**src/rtl/xillybus_seek_regbank.sv**
```systemverilog
// +-----------------------------------------------------------------------------+
// | xillybus_seek_regbank                                                       |
// | Seekable register-array responder for one Xillybus stream pair.             |
// | Rev 1.0 - initial release                                                   |
// +-----------------------------------------------------------------------------+
`default_nettype none

module xillybus_seek_regbank #(
   parameter int DATA_W = 16,
   parameter int ADDR_W = 5,
   parameter bit WRAP   = 1'b0
) (
   input  logic              bus_clk,
   input  logic              bus_reset_n,
   input  logic              user_r_open,
   input  logic              user_r_rden,
   output logic [DATA_W-1:0] user_r_data,
   output logic              user_r_empty,
   output logic              user_r_eof,
   input  logic              user_w_open,
   input  logic              user_w_wren,
   input  logic [DATA_W-1:0] user_w_data,
   output logic              user_w_full,
   input  logic [ADDR_W-1:0] user_addr,
   input  logic              user_addr_update,
   input  logic              hw_we,
   input  logic [ADDR_W-1:0] hw_waddr,
   input  logic [DATA_W-1:0] hw_wdata,
   input  logic [ADDR_W-1:0] hw_raddr,
   output logic [DATA_W-1:0] hw_rdata,
   output logic              wr_strobe,
   output logic [ADDR_W-1:0] wr_addr
);

   localparam int DEPTH = 1 << ADDR_W;

   logic [DATA_W-1:0] r_mem [DEPTH];
   logic [ADDR_W:0]   r_ptr;
   logic              r_open_q;
   logic [DATA_W-1:0] r_rdata;
   logic [DATA_W-1:0] r_hw_rdata;
   logic              r_wr_strobe;
   logic [ADDR_W-1:0] r_wr_addr;

   logic              w_end;
   logic              w_rd_ok;
   logic              w_wr_ok;
   logic              w_open;
   logic              w_open_rise;
   logic [ADDR_W:0]   w_ptr_inc;
   logic [ADDR_W:0]   w_ptr_nxt;

   // Bit ADDR_W of the pointer can only become set in non-wrapping mode.
   assign w_end       = r_ptr[ADDR_W];
   assign w_rd_ok     = user_r_rden & ~w_end;
   assign w_wr_ok     = user_w_wren & ~w_end;
   assign w_open      = user_r_open | user_w_open;
   assign w_open_rise = w_open & ~r_open_q;

   generate
      if (WRAP) begin : g_wrap
         assign w_ptr_inc    = {1'b0, r_ptr[ADDR_W-1:0] + ADDR_W'(1)};
         assign user_r_empty = 1'b0;
         assign user_r_eof   = 1'b0;
         assign user_w_full  = 1'b0;
      end else begin : g_nowrap
         assign w_ptr_inc    = r_ptr + (ADDR_W+1)'(1);
         assign user_r_empty = w_end;
         assign user_r_eof   = w_end;
         assign user_w_full  = w_end;
      end
   endgenerate

   // Seek beats the open-edge rewind, and both beat the access increment.
   always_comb begin
      w_ptr_nxt = r_ptr;
      if (user_addr_update)
         w_ptr_nxt = {1'b0, user_addr};
      else if (w_open_rise)
         w_ptr_nxt = '0;
      else if (w_rd_ok | w_wr_ok)
         w_ptr_nxt = w_ptr_inc;
   end

   always_ff @(posedge bus_clk or negedge bus_reset_n) begin
      if (!bus_reset_n) begin
         r_ptr       <= '0;
         r_open_q    <= 1'b0;
         r_rdata     <= '0;
         r_hw_rdata  <= '0;
         r_wr_strobe <= 1'b0;
         r_wr_addr   <= '0;
         for (int i = 0; i < DEPTH; i++)
            r_mem[i] <= '0;
      end else begin
         r_ptr       <= w_ptr_nxt;
         r_open_q    <= w_open;
         r_hw_rdata  <= r_mem[hw_raddr];
         r_wr_strobe <= w_wr_ok;
         if (w_rd_ok)
            r_rdata <= r_mem[r_ptr[ADDR_W-1:0]];
         if (w_wr_ok)
            r_wr_addr <= r_ptr[ADDR_W-1:0];
         // The host write is issued last so it wins an address collision.
         if (hw_we)
            r_mem[hw_waddr] <= hw_wdata;
         if (w_wr_ok)
            r_mem[r_ptr[ADDR_W-1:0]] <= user_w_data;
      end
   end

   assign user_r_data = r_rdata;
   assign hw_rdata    = r_hw_rdata;
   assign wr_strobe   = r_wr_strobe;
   assign wr_addr     = r_wr_addr;

endmodule

`default_nettype wire

```
**config.mk**
```make
export PLATFORM = sky130hd
export DESIGN_NAME = xillybus_seek_regbank
export DESIGN_NICKNAME = d
export VERILOG_FILES = /design/src/rtl/xillybus_seek_regbank.sv
export SDC_FILE = /design/constraint.sdc
export NUM_CORES = 2
export LEC_CHECK = 0
export ABC_AREA = 1
export CELL_PAD_IN_SITES_DETAIL_PLACEMENT = 1
export CELL_PAD_IN_SITES_GLOBAL_PLACEMENT = 1
export CORE_MARGIN = 1.5
export CORE_UTILIZATION = 43
export DETAILED_ROUTE_END_ITERATION = 10
export PLACE_DENSITY = 0.8
export SYNTH_ARGS = -nofsm -noshare
export SYNTH_HDL_FRONTEND = slang
export SYNTH_SLANG_ARGS = --single-unit
```
**constraint.sdc**
```tcl
create_clock -name bus_clk -period 4.54 [get_ports bus_clk]
set_input_delay 0.454 -clock bus_clk [delete_from_list [all_inputs] [get_ports bus_clk]]
set_output_delay 0.454 -clock bus_clk [all_outputs]
set_load 0.02 [all_outputs]
```
# After elaboration in Yosys (flattened, before gate mapping)
# Index checks and enable logic that the tools add are counted.
# W data, S select, Z words.
[classes]
addsub = 1
n_lt_le_gt_ge = 5
n_mux = 17
bitwise = 10
reduce_logical = 3
[ops]
columns = ["cell", "count"]
rows = [
  ["$bwmux W512", 2],
  ["$mux W512", 2],
  ["$bmux W16 S5", 2],
  ["$demux W16 S5", 2],
  ["$mux W16", 6],
  ["$ge A6 B6 Y1 const B", 3],
  ["$mux W6", 3],
  ["$not A5 Y6", 3],
  ["$lt A6 B1 Y1 const B", 2],
  ["$add A6 B1 Y6 const B", 1],
  ["$and A1 B1 Y1", 3],
  ["$reduce_bool A3 Y1", 1],
  ["$logic_and A1 B1 Y1", 2],
  ["$not A1 Y1", 2],
  ["$or A1 B1 Y1", 2],
]
[word_totals]
ff_bits = 557
input_bits = 55
output_inout_bits = 41
wordCells = 74

# Depth between registers and ports, before layout
[logic_depth]
ltp_word = 9
ltp_mapped = 13
depth_no_buf = 11

# Worst setup path after synthesis
# OpenSTA, ideal clock, no wires.
[synth_path]
path_kind = "register to register"
startpoint = "reg r_ptr[1]"
endpoint = "reg r_mem[371] (netlist name)"
arrival_time_ns = 2.133
path_slack_ns = 2.271
path_stages_with_launch = 13
path_buffers = 3
synth_period_minus_slack_ns = 2.269
cell_sequence = "dfrtp_1 clkinv_1 clkbuf_1 clkbuf_1 ha_1 nand2_1 inv_2 nand2_1 inv_1 buf_2 a21oi_1 o21ai_0 o21ai_0"
[synth_between]
elab_chain_cells = 7
[synth_rtl]
columns = ["item", "line_no", "rtl"]
rows = [
  ["start: declaration", "38", "logic [ADDR_W:0] r_ptr;"],
  ["start signal: assignment", "96", "r_ptr <= w_ptr_nxt;"],
  ["$not A5 Y6 (not written as such) *", "108", "r_mem[r_ptr[ADDR_W-1:0]] <= user_w_data;"],
  ["$ge A6 B6 Y1 (not written as such) or $lt A6 B1 Y1 (tied branches)", "108", ""],
  ["$logic_and A1 B1 Y1 (not written as such)", "108", ""],
  ["$mux W16 (not written as such)", "108", ""],
  ["$demux W16 S5 *", "108", ""],
  ["$bwmux W512 *", "108", ""],
  ["$mux W512 *", "107", "if (w_wr_ok)"],
  ["end signal: indexed assignment", "106", "r_mem[hw_waddr] <= hw_wdata;"],
  ["end signal: indexed assignment", "108", ""],
  ["end: declaration", "37", "logic [DATA_W-1:0] r_mem [DEPTH];"],
]
# Mark *: on every way between the ends. The rest lies on a longest branch, timed or not.
# A chain may end at the register's enable or synchronous reset.

# Worst setup path after layout
[layout_path]
startpoint = "reg r_ptr[1]"
endpoint = "reg r_mem[233] (netlist name)"
# Same word-level chain as after synthesis.

==> key figures <==
Yosys
  • Synthesized Nets: ~5,600
  • Library cell occupying the most area in the post-synthesis netlist: sky130_fd_sc_hd__dfrtp_1
  • Dominant cell by count in the synthesized netlist: sky130_fd_sc_hd__nand2_1
  • Gate count after technology mapping: about 5,500
  • Fraction of synthesis flops using an asynchronous set or reset pin: 1.00
  • Biggest area contributors in the synthesized netlist: sky130_fd_sc_hd__dfrtp_1 (39%), sky130_fd_sc_hd__o21ai_0 (14%), sky130_fd_sc_hd__nand2_1 (14%)
  • Syn Area/Cell: ~6.5 um2
  • Top FF cell, synth: sky130_fd_sc_hd__dfrtp_1
  • Sequential share of the synthesized area: 0.387
  • Post-synth top cells: sky130_fd_sc_hd__nand2_1 (1,336), sky130_fd_sc_hd__o21ai_0 (1,032), sky130_fd_sc_hd__inv_1 (711), sky130_fd_sc_hd__a21oi_1 (693), sky130_fd_sc_hd__dfrtp_1 (557)
  • Number of enable-type register cells in the synthesized netlist: 0
  • Number of synthesis warnings: 0
  • Distinct cell type count of the synthesized netlist: 28
  • FF+latch count, synth: 557
  • Synthesized area: between 30,000 and 40,000 um2
  • Area share of the leading cell type in the synthesized netlist: 0.387

Route
  • Initial drt markers: 5,753
  • Final wirelength: around 190,000 um
  • Vias per cell: 6.46
  • DRC errors left: 0
  • Drt first pass iters: 6
  • Post-detailed-route count of antenna-violating nets: 0
  • Vias after detailed routing: roughly 42,000
  • Routed len/inst: between 20 and 30 um

Placed design
  • Count of buffers from port buffering: 95
  • Half-perimeter wire length after detailed placement: ~120,000 um
  • Final weighted congestion in routability-driven placement: slightly above 1
  • Placed Instance Area: 37,700 um2

Timing
  • Transition time at the pin with the least slew margin: 1.40 ns
  • Headroom to the max-slew limit: 0.0673
  • Max Clock Skew: 0.0298 ns
  • Max Fclk: between 0.2 and 0.3 GHz
  • Final count of hold timing violations: 0
  • Final setup vio count: 0
  • Setup repair after global routing missed its margin: no
  • Clock period minus final worst setup slack: around 3.9 ns
  • Post-route fraction of the period consumed by the critical path: 0.852
  • Final TNS setup: 0 ns
  • Final max-slew violation count: 0

Setup path
  • Startpoint Class: register
  • Critical path startpoint: r_ptr[1]$_DFFE_PN0P_
  • Critical path's largest stage delay: roughly 0.8 ns
  • Nature of the critical path endpoint: register
  • Path type of the worst setup path: register to register
  • Required time at the endpoint of the critical path: between 5 and 6 ns
  • Reg-to-reg startpoint: r_ptr[1]$_DFFE_PN0P_
  • Critical path data arrival time: 4.37 ns
  • List of cells traversed by the critical path: inv_6 > ha_1 > nand2_2 > inv_1 > nand2_1 > clkinv_1 > a21oi_1 > o21ai_0 > o21ai_0 > inv_1
  • Max stage delay cell, worst path: sky130_fd_sc_hd__dfrtp_4
  • R2R cell count: 10
  • Maximum fanout count along the critical path: 35

Global route
  • First-pass GRT wire length: 280,000 um
  • Overall routing resource usage: 0.445
  • Global-route congestion overflow total: 0
  • Pin count of the biggest net entering global routing: about 160
  • Via count of the first global-routing pass: between 40,000 and 50,000
  • Antenna violations before repair: 19

Cells and area
  • Fraction of final layout cells sized beyond drive strength 1: 0.0571
  • Nets: around 5,400
  • Layout Area Growth over Synthesis: 11.3%
  • Final Core Density: 0.486
  • Design area: 40,100 um2

Clocking
  • Clock transition at the registers of the reported paths: around 0.060 ns
  • CTS H-Tree Depth: 3
  • Buffers from clock root to sink, at most: 3
  • CTS root buf: sky130_fd_sc_hd__clkbuf_16
  • Latest clock arrival within the worst-skew pair: between 0.6 and 0.7 ns
  • Clock tree from TritonCTS: yes
  • Post-CTS setup buffer count: 0
  • Clock tree sinks: 557
  • CTS Buf Count: just over 70

Floorplan
  • Starting Density: 0.437
  • Die outline height: between 200 and 300 um
  • Core Region: 82,500 um2
  • Die area: 85,500 um2
  • Top-Level Pins: 96
  • Chip width: just under 300 um
  • Core Rows: 105

Pwr
  • VDD IR max: 0.280 mV
  • Pwr/cell area: roughly 600 nW/um2
  • Cell leakage power: between 15 and 20 nW

Worst hold path
  • Path class of the lowest-slack min-delay path: input port to async pin

Run status
  • Result of the run: finished clean

Job
  • Max capacitance violation total: 0
==> repair_timing <==
item | CTS | global route
hold buffers | 1 | 0
hold endpoints to repair | 61 | 0
resized for setup | 0 | 0
==> cell type report <==
cell class / instances / area (um2)
multi-input cells: 3779 / 17400
flip-flops and latches: 557 / 13900
repair buffers: 231 / 2150
well taps: 1070 / 1340
clock buffers: 107 / 2120
diodes: 4 / 10.0
inverters: 748 / 2820
clock inverters: 20 / 240
fillers: 10839 / 42400
==> logic make-up after synthesis <==
logic type,after synthesis,synth area share
XOR/XNOR,3,0.000730
flip-flops,557,0.387
buffers and inverters,1205,0.129
adder cells (fa/ha/maj),4,0.00139
AO/OA/AOI/OAI,1836,0.261
AND/OR/NAND/NOR,1936,0.221
==> per-stage QoR <==
step | setup WS [ns] | hold WS (ns) | power, mW | instances
6_report | 0.672 | 0.411 | 23.9 | 6516
5_1_grt | 0.598 | 0.441 | 25.2 | 6512
4_1_cts | 0.800 | 0.404 | 23.5 | 6512
3_5_place_dp | 0.818 | 0.488 | 17.5 | 6384
3_3_place_gp | 0.945 | 0.474 | 17.0 | 6384
2_1_floorplan | 2.27 | 0.158 | 14.3 | 5541
==> report_power, final <==
group          internal, mW  total [mW]  switching [mW]
registers              7.23        8.68            1.45
logic                  3.12        9.22            6.10
clock network          3.51        5.97            2.46
==> state kept, by name, indices dropped and copies added (netlist names) <==
name / flops
r_mem: 512
hw_rdata: 16
user_r_data: 16
wr_addr: 5
r_open_q: 1
r_ptr: 6
wr_strobe: 1
==> layer usage <==
layer  global-route usage  vias to the layer above  wire length (um)
li1                     -                    17701                 -
met2                0.626                     2963             78600
met4                0.364                        8             18700
met5                    0                        -                75
met1                0.576                    20651             71200
met3                0.115                      793             25100
==> final timing paths <==
path                                               end  slack (ns)
worst max-delay path              r_mem[233]$_DFF_PN0_        0.67
worst min-delay path              r_mem[244]$_DFF_PN0_        0.41
worst max register to register    r_mem[233]$_DFF_PN0_        0.67
worst min register to register  wr_addr[1]$_DFFE_PN0P_        0.51
max in group asynchronous         r_mem[439]$_DFF_PN0_        2.92
min in group bus_clk                r_open_q$_DFF_PN0_        0.41
==> layout by cell type (no fill, tap or decap), types with 29 or more instances in the layout <==
master | netlist | final
sky130_fd_sc_hd__nand2_1 | 1336 | 1336
sky130_fd_sc_hd__o21ai_0 | 1032 | 1032
sky130_fd_sc_hd__inv_1 | 711 | 706
sky130_fd_sc_hd__a21oi_1 | 693 | 693
sky130_fd_sc_hd__dfrtp_1 | 557 | 555
sky130_fd_sc_hd__nand3_1 | 454 | 454
sky130_fd_sc_hd__buf_4 | 10 | 122
sky130_fd_sc_hd__nor2_1 | 97 | 96
sky130_fd_sc_hd__clkdlybuf4s50_1 | 0 | 90
sky130_fd_sc_hd__clkbuf_16 | 0 | 73
sky130_fd_sc_hd__o22ai_1 | 53 | 53
sky130_fd_sc_hd__o211ai_1 | 36 | 36
sky130_fd_sc_hd__inv_2 | 28 | 29
==> critical path, delay by kind of cell, from the launching register on <==
kind,cells,cell delay (ns)
AO/OA/AOI/OAI,3,0.59
adder cells (fa/ha/maj),1,0.27
buffers and inverters,4,1.30
AND/OR/NAND/NOR,2,0.76
flip-flops,1,0.81
(Power assumes the default switching activity.)
